`config.mk`:
```
export PLATFORM = sky130hd
export DESIGN_NAME = bus_xfer_ctrl_flat
export DESIGN_NICKNAME = d
export VERILOG_FILES = /design/src/rtl/bus_xfer_pkg.sv /design/src/rtl/bus_xfer_if.sv /design/src/rtl/bus_onehot_dec.sv /design/src/rtl/bus_xfer_ctrl.sv /design/src/flat_wrapper.sv
export SDC_FILE = /design/constraint.sdc
export NUM_CORES = 1
export LEC_CHECK = 0
export CORE_ASPECT_RATIO = 0.5
export CORE_MARGIN = 2
export CORE_UTILIZATION = 46
export DETAILED_ROUTE_END_ITERATION = 10
export PLACE_DENSITY = 0.9
export SLEW_MARGIN = 30
export SYNTH_ARGS = -nofsm -noshare
export SYNTH_HDL_FRONTEND = slang
export SYNTH_HIERARCHICAL = 1
export SYNTH_SLANG_ARGS = --single-unit
```
`constraint.sdc`:
```
create_clock -name clk -period 2.1 [get_ports clk]
set_clock_uncertainty 0.05 [all_clocks]
set_input_delay 0.42 -clock clk [delete_from_list [all_inputs] [get_ports clk]]
set_output_delay 0.42 -clock clk [all_outputs]
set_load 0.02 [all_outputs]
```
`src/rtl/bus_xfer_pkg.sv`:
```
// ----------------------------------------------------------------------------
// bus_xfer_pkg
// Shared types and constants for the bus-transfer initiator.
//   state_e : controller states (IDLE, DRIVE, LATCH, RELEASE)
//   IDX_W   : width of a bus-register index
//   DATA_W  : bus width
//   req_t   : a registered move request (src, dst, imm_en, imm)
// Optional feature macro used by the controller: BUS_XFER_TURNAROUND_EN
// ----------------------------------------------------------------------------
package bus_xfer_pkg;

  localparam int IDX_W  = 3;
  localparam int DATA_W = 8;

  typedef enum logic [1:0] {
    ST_IDLE    = 2'd0,
    ST_DRIVE   = 2'd1,
    ST_LATCH   = 2'd2,
    ST_RELEASE = 2'd3
  } state_e;

  typedef struct packed {
    logic [IDX_W-1:0]  src;
    logic [IDX_W-1:0]  dst;
    logic              imm_en;
    logic [DATA_W-1:0] imm;
  } req_t;

endpackage

```
`src/rtl/bus_xfer_if.sv`:
```
// ----------------------------------------------------------------------------
// bus_xfer_if
// Request and strobe signals between the control unit (master) and the
// bus-transfer controller (slave).
//   req_valid/req_ready/req_src/req_dst/req_imm_en/req_imm : move request
//   out_en/in_en      : one-hot register output / load strobes
//   bus_oe/bus_out    : controller drives an immediate onto the bus
//   bus_in            : resolved bus value (monitor)
//   last_data         : bus value captured in the last LATCH cycle
//   done/err          : completion / rejection pulses
// ----------------------------------------------------------------------------
interface bus_xfer_if #(
  parameter int NUM_REGS = 6,
  parameter int DATA_W   = 8
);
  import bus_xfer_pkg::*;

  logic                req_valid;
  logic                req_ready;
  logic [IDX_W-1:0]    req_src;
  logic [IDX_W-1:0]    req_dst;
  logic                req_imm_en;
  logic [DATA_W-1:0]   req_imm;
  logic [NUM_REGS-1:0] out_en;
  logic [NUM_REGS-1:0] in_en;
  logic                bus_oe;
  logic [DATA_W-1:0]   bus_out;
  logic [DATA_W-1:0]   bus_in;
  logic [DATA_W-1:0]   last_data;
  logic                done;
  logic                err;

  modport slave (
    input  req_valid, req_src, req_dst, req_imm_en, req_imm, bus_in,
    output req_ready, out_en, in_en, bus_oe, bus_out, last_data, done, err
  );

  modport master (
    output req_valid, req_src, req_dst, req_imm_en, req_imm, bus_in,
    input  req_ready, out_en, in_en, bus_oe, bus_out, last_data, done, err
  );

endinterface

```
`src/rtl/bus_onehot_dec.sv`:
```
// ----------------------------------------------------------------------------
// bus_onehot_dec
// Index to one-hot decoder with enable. Output is all zero when disabled or
// when the index is outside 0..N-1.
//   i_idx    : index to decode
//   i_en     : enable
//   o_onehot : one-hot result (combinational; registered by the parent)
// ----------------------------------------------------------------------------
module bus_onehot_dec #(
  parameter int N     = 6,
  parameter int IDX_W = 3
) (
  input  logic [IDX_W-1:0] i_idx,
  input  logic             i_en,
  output logic [N-1:0]     o_onehot
);

  always_comb begin
    o_onehot = '0;
    for (int k = 0; k < N; k++) begin
      if (i_en && (i_idx == IDX_W'(k))) o_onehot[k] = 1'b1;
    end
  end

endmodule

```
`src/rtl/bus_xfer_ctrl.sv`:
```
// ----------------------------------------------------------------------------
// bus_xfer_ctrl
// Bus-transfer initiator for the shared CPU data bus. Accepts one
// register->register or immediate->register move at a time and sequences the
// per-register strobes so that at most one driver is ever active.
//   clk   : clock, rising edge
//   rst_n : asynchronous active-low reset
//   bus   : bus_xfer_if.slave (request side + strobe side)
// Macro BUS_XFER_TURNAROUND_EN: when defined, a RELEASE cycle with all strobes
// low follows LATCH (dead bus cycle between drivers, done pulses there).
// When undefined, done pulses in LATCH and LATCH returns straight to IDLE.
// ----------------------------------------------------------------------------
module bus_xfer_ctrl #(
  parameter int NUM_REGS = 6,
  parameter int DATA_W   = 8
) (
  input  logic      clk,
  input  logic      rst_n,
  bus_xfer_if.slave bus
);
  import bus_xfer_pkg::*;

  localparam logic [1:0] S_IDLE    = ST_IDLE;
  localparam logic [1:0] S_DRIVE   = ST_DRIVE;
  localparam logic [1:0] S_LATCH   = ST_LATCH;
  localparam logic [1:0] S_RELEASE = ST_RELEASE;

  logic [1:0]          r_state;
  logic [1:0]          w_state_nxt;
  req_t                r_req;
  logic                w_accept;
  logic                w_bad;
  logic [IDX_W-1:0]    w_src_idx;
  logic                w_imm_en;
  logic [DATA_W-1:0]   w_imm;
  logic                w_drive_nxt;
  logic                w_latch_nxt;
  logic                w_done_nxt;
  logic [NUM_REGS-1:0] w_out_en_d;
  logic [NUM_REGS-1:0] w_in_en_d;
  logic [NUM_REGS-1:0] r_out_en;
  logic [NUM_REGS-1:0] r_in_en;
  logic                r_bus_oe;
  logic [DATA_W-1:0]   r_bus_out;
  logic [DATA_W-1:0]   r_last_data;
  logic                r_done;
  logic                r_err;

  assign w_accept = bus.req_valid && (r_state == S_IDLE);

  always_comb begin
    w_bad = 1'b0;
    if (int'(bus.req_dst) >= NUM_REGS) w_bad = 1'b1;
    if (!bus.req_imm_en &&
        ((int'(bus.req_src) >= NUM_REGS) || (bus.req_src == bus.req_dst)))
      w_bad = 1'b1;
  end

  always_comb begin
    w_state_nxt = r_state;
    case (r_state)
      S_IDLE:    if (w_accept && !w_bad) w_state_nxt = S_DRIVE;
      S_DRIVE:   w_state_nxt = S_LATCH;
`ifdef BUS_XFER_TURNAROUND_EN
      S_LATCH:   w_state_nxt = S_RELEASE;
`else
      S_LATCH:   w_state_nxt = S_IDLE;
`endif
      S_RELEASE: w_state_nxt = S_IDLE;
      default:   w_state_nxt = S_IDLE;
    endcase
  end

  // Strobes are decoded from the *next* state so that they can be registered
  // and appear glitch-free in the cycle they belong to. In IDLE the request
  // fields are taken straight from the port (acceptance edge).
  assign w_src_idx   = (r_state == S_IDLE) ? bus.req_src    : r_req.src;
  assign w_imm_en    = (r_state == S_IDLE) ? bus.req_imm_en : r_req.imm_en;
  assign w_imm       = (r_state == S_IDLE) ? bus.req_imm    : r_req.imm;
  assign w_drive_nxt = (w_state_nxt == S_DRIVE) || (w_state_nxt == S_LATCH);
  assign w_latch_nxt = (w_state_nxt == S_LATCH);
`ifdef BUS_XFER_TURNAROUND_EN
  assign w_done_nxt  = (w_state_nxt == S_RELEASE);
`else
  assign w_done_nxt  = w_latch_nxt;
`endif

  bus_onehot_dec #(.N(NUM_REGS), .IDX_W(IDX_W)) u_out_dec (
    .i_idx    (w_src_idx),
    .i_en     (w_drive_nxt && !w_imm_en),
    .o_onehot (w_out_en_d)
  );

  bus_onehot_dec #(.N(NUM_REGS), .IDX_W(IDX_W)) u_in_dec (
    .i_idx    (r_req.dst),
    .i_en     (w_latch_nxt),
    .o_onehot (w_in_en_d)
  );

  always_ff @(posedge clk or negedge rst_n) begin
    if (!rst_n) begin
      r_state     <= S_IDLE;
      r_out_en    <= '0;
      r_in_en     <= '0;
      r_bus_oe    <= 1'b0;
      r_bus_out   <= '0;
      r_last_data <= '0;
      r_done      <= 1'b0;
      r_err       <= 1'b0;
    end else begin
      r_state   <= w_state_nxt;
      r_out_en  <= w_out_en_d;
      r_in_en   <= w_in_en_d;
      r_bus_oe  <= w_drive_nxt && w_imm_en;
      r_bus_out <= (w_drive_nxt && w_imm_en) ? w_imm : '0;
      r_done    <= w_done_nxt;
      r_err     <= w_accept && w_bad;
      if (r_state == S_LATCH) r_last_data <= bus.bus_in;
    end
  end

  // Request fields are only meaningful after acceptance; no reset needed.
  always_ff @(posedge clk) begin
    if (w_accept) begin
      r_req.src    <= bus.req_src;
      r_req.dst    <= bus.req_dst;
      r_req.imm_en <= bus.req_imm_en;
      r_req.imm    <= bus.req_imm;
    end
  end

  assign bus.req_ready = (r_state == S_IDLE);
  assign bus.out_en    = r_out_en;
  assign bus.in_en     = r_in_en;
  assign bus.bus_oe    = r_bus_oe;
  assign bus.bus_out   = r_bus_out;
  assign bus.last_data = r_last_data;
  assign bus.done      = r_done;
  assign bus.err       = r_err;

endmodule

```
`src/flat_wrapper.sv`:
```
// flat-port wrapper written by rule: the top's interface ports become plain ports
module bus_xfer_ctrl_flat import bus_xfer_pkg::*;
#(
  parameter int NUM_REGS = 6,
  parameter int DATA_W   = 8
)
  (clk, rst_n, bus_req_valid, bus_req_src, bus_req_dst, bus_req_imm_en, bus_req_imm, bus_bus_in, bus_req_ready, bus_out_en, bus_in_en, bus_bus_oe, bus_bus_out, bus_last_data, bus_done, bus_err);
  bus_xfer_if #(.NUM_REGS(NUM_REGS), .DATA_W(DATA_W)) bus_i ();
  input  logic clk;
  input  logic rst_n;
  input wire logic [$bits(bus_i.req_valid)-1:0] bus_req_valid;
  input wire logic [$bits(bus_i.req_src)-1:0] bus_req_src;
  input wire logic [$bits(bus_i.req_dst)-1:0] bus_req_dst;
  input wire logic [$bits(bus_i.req_imm_en)-1:0] bus_req_imm_en;
  input wire logic [$bits(bus_i.req_imm)-1:0] bus_req_imm;
  input wire logic [$bits(bus_i.bus_in)-1:0] bus_bus_in;
  output wire logic [$bits(bus_i.req_ready)-1:0] bus_req_ready;
  output wire logic [$bits(bus_i.out_en)-1:0] bus_out_en;
  output wire logic [$bits(bus_i.in_en)-1:0] bus_in_en;
  output wire logic [$bits(bus_i.bus_oe)-1:0] bus_bus_oe;
  output wire logic [$bits(bus_i.bus_out)-1:0] bus_bus_out;
  output wire logic [$bits(bus_i.last_data)-1:0] bus_last_data;
  output wire logic [$bits(bus_i.done)-1:0] bus_done;
  output wire logic [$bits(bus_i.err)-1:0] bus_err;
  assign bus_i.req_valid = bus_req_valid;
  assign bus_i.req_src = bus_req_src;
  assign bus_i.req_dst = bus_req_dst;
  assign bus_i.req_imm_en = bus_req_imm_en;
  assign bus_i.req_imm = bus_req_imm;
  assign bus_i.bus_in = bus_bus_in;
  assign bus_req_ready = bus_i.req_ready;
  assign bus_out_en = bus_i.out_en;
  assign bus_in_en = bus_i.in_en;
  assign bus_bus_oe = bus_i.bus_oe;
  assign bus_bus_out = bus_i.bus_out;
  assign bus_last_data = bus_i.last_data;
  assign bus_done = bus_i.done;
  assign bus_err = bus_i.err;
  bus_xfer_ctrl #(.NUM_REGS(NUM_REGS), .DATA_W(DATA_W)) u_core (.clk(clk), .rst_n(rst_n), .bus(bus_i));
endmodule
```
# Yosys cells after proc, flatten, opt, wreduce, memory -nomap -nowiden
# Index checks and enable logic that the tools add are counted.
[op_classes]
n_lt_le_gt_ge = 2
eq_ne = 16
muxes = 20
n_reduce_logical = 27
[ops]
columns = ["cell", "n"]
rows = [
  ["$logic_and 1x1->1", 18],
  ["$mux 8", 2],
  ["$mux 1", 15],
  ["$eq 3x2->1 const B", 4],
  ["$eq 3x3->1 const B", 4],
  ["$eq 2x2->1 const B", 3],
  ["$eq 3x1->1 const B", 2],
  ["$ge 3x3->1 const B", 2],
  ["$logic_not 3->1", 2],
  ["$pmux 2 s3", 1],
  ["$eq 2x1->1 const B", 2],
  ["$eq 3x3->1", 1],
  ["$logic_not 1->1", 3],
  ["$mux 3", 1],
  ["$logic_not 2->1", 1],
  ["$logic_or 1x1->1", 2],
  ["$mux 2", 1],
  ["$reduce_or 2->1", 1],
]
[totals]
reg_bits = 48
inputBits = 26
out_inout_bits = 32
wordCells = 77

# Longest topological paths before layout
[logic_depth]
word_depth = 13
depth_mapped = 7
ltp_nobuf = 6

# Modules after synthesis
# Netlist, hierarchy kept.
[by_module_without_submodules]
columns = ["mod", "instances", "cells_per_inst", "area_per_inst_um2", "seq_area_each_um2"]
rows = [
  ["bus_xfer_ctrl", 1, 118, 1737.9, 1276.2],
  ["bus_onehot_dec", 2, 6, 73.8, 0.0],
]

# Least setup slack after synthesis
# OpenSTA, ideal clock, no wires.
[synth_timing]
kind = "input-to-reg"
from = "in bus_req_dst[2]"
to = "reg u_core.r_out_en[5], in the netlist u_core/bus.out_en[5]"
setup_ns = 0.122
arrival_time_ns = 1.785
required_ns = 1.928
slack_ns = 0.143
cell_stages = 5
n_path_buf = 0
cell_sequence = "or4_4 -> a211oi_4 -> o32ai_4 -> and2_1 -> and4b_2"
[synth_via]
elab_chain_len = 13
elab_cells_between_ends = 16
classes_between = "1 x order compare; 3 x eq/ne; 5 x mux; 7 x reduce/logical"
[synth_lines]
columns = ["element", "line_no", "text"]
rows = [
  ["from (decl)", "flat_wrapper.sv:13", "input wire logic [$bits(bus_i.req_dst)-1:0] bus_req_dst;"],
  ["parallel branches: the longest is 3 deep, another holds $ge 3x3->1", "n/a", ""],
  ["$mux 1 (*)", "bus_xfer_ctrl.sv:54", "if (!bus.req_imm_en &&"],
  ["$logic_not 1->1 (*)", "bus_xfer_ctrl.sv:62", "S_IDLE: if (w_accept && !w_bad) w_state_nxt = S_DRIVE;"],
  ["$logic_and 1x1->1 (*)", "bus_xfer_ctrl.sv:62", ""],
  ["$mux 2 (*)", "bus_xfer_ctrl.sv:62", ""],
  ["$pmux 2 s3 (*)", "bus_xfer_ctrl.sv:61", "case (r_state)"],
  ["$eq 2x1->1 or $eq 2x2->1 (tied branches)", "bus_xfer_ctrl.sv:80", "assign w_drive_nxt = (w_state_nxt == S_DRIVE) || (w_state_nxt == S_LATCH);"],
  ["$logic_or 1x1->1 (*)", "bus_xfer_ctrl.sv:80", ""],
  ["$logic_and 1x1->1 (*)", "bus_xfer_ctrl.sv:90", ".i_en (w_drive_nxt && !w_imm_en),"],
  ["$logic_and 1x1->1 (*)", "bus_onehot_dec.sv:21", "if (i_en && (i_idx == IDX_W'(k))) o_onehot[k] = 1'b1;"],
  ["$mux 1 (*)", "bus_onehot_dec.sv:21", ""],
  ["via u_core.w_out_en_d[5]", "bus_xfer_ctrl.sv:39", "logic [NUM_REGS-1:0] w_out_en_d;"],
  ["to (signal assigned)", "bus_xfer_ctrl.sv:112", "r_out_en <= w_out_en_d;"],
  ["to (decl)", "bus_xfer_ctrl.sv:41", "logic [NUM_REGS-1:0] r_out_en;"],
]
# Mark *: on every way through the listed nets, which the timed path passes.
# A chain may end at the register's enable or synchronous reset.

# Final worst setup path
[layout_timing]
from = "in bus_req_dst[1]"
to = "reg u_core.r_out_en[5], in the netlist u_core/bus.out_en[5]"
# The elaborated chain is that of the path after synthesis.

==> results_dict.tcl <==
set metrics [dict create \
    hold_class "primary input to asynchronous set/reset pin" \
    cp_data_required_time_ns 2.25 \
    synth_most_common_cell "dfrtp_1" \
    drive_gt1_share_pct 20.59 \
    syn_area_per_cell_um2 14.50 \
    fin_crit_sh_pct 97.42 \
    synth_compound_area_share_pct 6.105 \
    start_util_pct 48.05 \
    yosys-top-cells-count "33 x dfrtp_1, 16 x nand3_1, 15 x edfxtp_1" \
    synth_edf_count 15 \
    dp_hpwl_mm 2.718 \
    crit_arrival_ns 2.19 \
    run_status "completed" \
    final_nets 229 \
    synth_area_leaders "dfrtp_1 44%, edfxtp_1 24%, mux2_2 4.8%, nand3_1 4.2%, a21boi_1 3.2%" \
    cts-hold-fix-buffers 0 \
    clk_latency_ns 0.30 \
    die_height_um 49.27 \
    port_buffers 57 \
    grt_pass1_vias 1279 \
    ys_seq_elements 48 \
    slowest_stage "or4_4" \
    diodes 0 \
    slew_headroom_pct 72.48 \
    cp_cell_sequence "clkdlybuf4s50_1, or4_4, a211oi_4, o32ai_4, and2_4, and4b_2" \
    root_buffer "clkbuf_8" \
    synth_top_cell_area_share_pct 43.80 \
    synth_cells 130 \
    worstMarginPinSlew_ns 0.4128 \
    synthAdderAreaFrac_pct 0 \
    ys_seq_area_share_pct 67.68 \
    grt.total_usage_pct 17.43 \
    drc 0 \
    cts_tree "done" \
    drt-total-wl_mm 3.743 \
    syn_to_final_growth_pct 44.59 \
    gr-total-overflow 0 \
    synth_async_sr_flop_share_pct 68.75 \
    die_w_um 94.55 \
    core_um2 3924 \
    grt_max_degree 34 \
    cp-start-kind "primary input" \
    synthSimpleGateAreaFrac_pct 18.51 \
    ant_nets 0 \
    ios 58 \
    clk_path_buf_depth 2 \
    end_kind "register" \
    max_stage_delay_ns 0.54 \
    hold_violations 0 \
    crit_fanout 6 \
    dp_worst_setup_slack_ns -0.3702 \
    cts.sinks 48 \
    rows 16 \
    power.density_nw_per_um2 885.4 \
    synth_ff_type "dfrtp_1" \
    path_clk_slew_ns 0.09 \
    drtIter0Drc 80 \
    synth_cell_types 28 \
    setup_ws_ns 0.05420 \
    firstDrtPassIters 4 \
    vdd_drop_max_mv 0.3514 \
    r2r_cells 7 \
    synth_xor_area_share_pct 0.4645 \
    syn-cell-area_um2 1886 \
    power.leakage_nw 1.150 \
    syn-num-nets 156 \
    ys_warn_count 6 \
    grt_pass1_wl_mm 6.016 \
    finalSetupViolCount 0 \
    maxCapViolCount 0 \
    antenna_found_initial 0 \
    min_period_ns 2.046 \
    numCtsBuffers 5 \
    rsz0062_at_grt "no" \
    final_cells 258 \
    cts_max_level 2 \
    maxSlewViolCount 0 \
    critPathKind "primary input to register" \
    dieArea_um2 4658 \
    dp_cells 250 \
    synth_top_family_by_area "simple AND/OR/NAND/NOR gates" \
    viasPerCell 5.074 \
    synth_mux_area_share_pct 5.309 \
    max_freq_ghz 0.4888 \
    gp_congestion 0.7501 \
    fillers 278 \
    routedWlPerCell_um 14.51 \
    yosysTopAreaCell "dfrtp_1" \
    vias 1309 \
]
[per-stage QoR]
| stage | power (mW) | area (um^2) | hold WS [ns] | utilization [%] | TNS (ns) |
|---|---|---|---|---|---|
| floorplan | 1.488 | 1886 | 0.07441 | - | 0 |
| global placement | 1.806 | 2621 | 0.4362 | 66.80 | -3.441 |
| detailed placement | 1.835 | 2621 | 0.4432 | 66.80 | -4.339 |
| CTS | 2.442 | 2726 | 0.4505 | 69.48 | 0 |
| global route | 2.536 | 2726 | 0.4564 | 69.48 | 0 |
| finish | 2.414 | 2726 | 0.4576 | 69.48 | 0 |
[routing by layer]
layer | vias up | GRT usage (%) | wire, um | share of wire, %
met2 | 41 | 30.36 | 1936 | 52
met1 | 649 | 19.90 | 1532 | 41
met5 | - | 0 | 0 | 0
met4 | 0 | 7.246 | 68 | 1.8
li1 | 613 | - | - | -
met3 | 6 | 5.719 | 206 | 5.5
[repair_timing]
item / CTS / global route
endpoints found under the setup margin: 5 / 1
resized for setup: 3 / 0
pin swaps: 1 / 1
endpoints found under the hold margin: 0 / 0
setup buffers: 0 / 0
cloned: 0 / 0
[cells in the final DEF, fill, tap and decap left out, drive strengths merged, types with 2 or more instances in the layout]
cell type / count
a21boi: 8
dfrtp: 33
edfxtp: 15
and4bb: 6
nand3: 16
buf: 14
and4b: 4
mux2: 8
clkbuf: 6
clkdlybuf4s50: 55
clkinv: 2
and2: 2
nor4b: 2
inv: 4
nand2: 13
nor2: 4
nand3b: 2
dlygate4sd2: 2
[cells by family after synthesis]
kind of cell	after synthesis
AO/OA/AOI/OAI	11
multiplexers	9
AND/OR/NAND/NOR	52
buffers and inverters	9
flip-flops	48
XOR/XNOR	1
[registers in the layout, indices dropped and copies added, names as in the netlist, 2 cells and up]
register and cells:
u_core/bus.bus_out 8, u_core/bus.out_en 6, u_core/r_req 15, u_core/bus.in_en 6
u_core/bus.last_data 8, u_core/r_state 2
[layout make-up]
| type | instances | area (um^2) | share of cell area [%] |
|---|---|---|---|
| Tap cell | 54 | 67.56 | 2.478 |
| Clock inverter | 2 | 11.26 | 0.4130 |
| Clock buffer | 6 | 93.84 | 3.442 |
| Sequential cell | 48 | 1276 | 46.81 |
| Multi-Input combinational cell | 73 | 575.6 | 21.11 |
| Inverter | 4 | 16.27 | 0.5966 |
| Timing Repair Buffer | 71 | 685.7 | 25.15 |
[critical path: cells and delay by family]
family                 cells  cell delay (ns)
AO/OA/AOI/OAI              2             0.41
buffers and inverters      1             0.43
AND/OR/NAND/NOR            3             0.93
[power breakdown]
part           switching (mW)  internal (mW)  total (mW)
combinational           0.322          0.342       0.665
clock                   0.300          0.305       0.605
sequential             0.0544           1.09        1.14
[final timing paths]
path	start	endpoint	slack (ns)
max	bus_req_dst[1]	u_core/bus.out_en[5]	0.05
min	rst_n	u_core/bus.in_en[1]	0.46
max reg2reg	u_core/r_state[1]	u_core/bus.bus_out[0]	0.20
min reg2reg	u_core/bus.last_data[1]	u_core/bus.last_data[1]	0.46
max in group asynchronous	rst_n	u_core/bus.bus_out[1]	1.24
min in group clk	u_core/bus.last_data[1]	u_core/bus.last_data[1]	0.46
No activity file was read; power rests on OpenSTA's default activity.
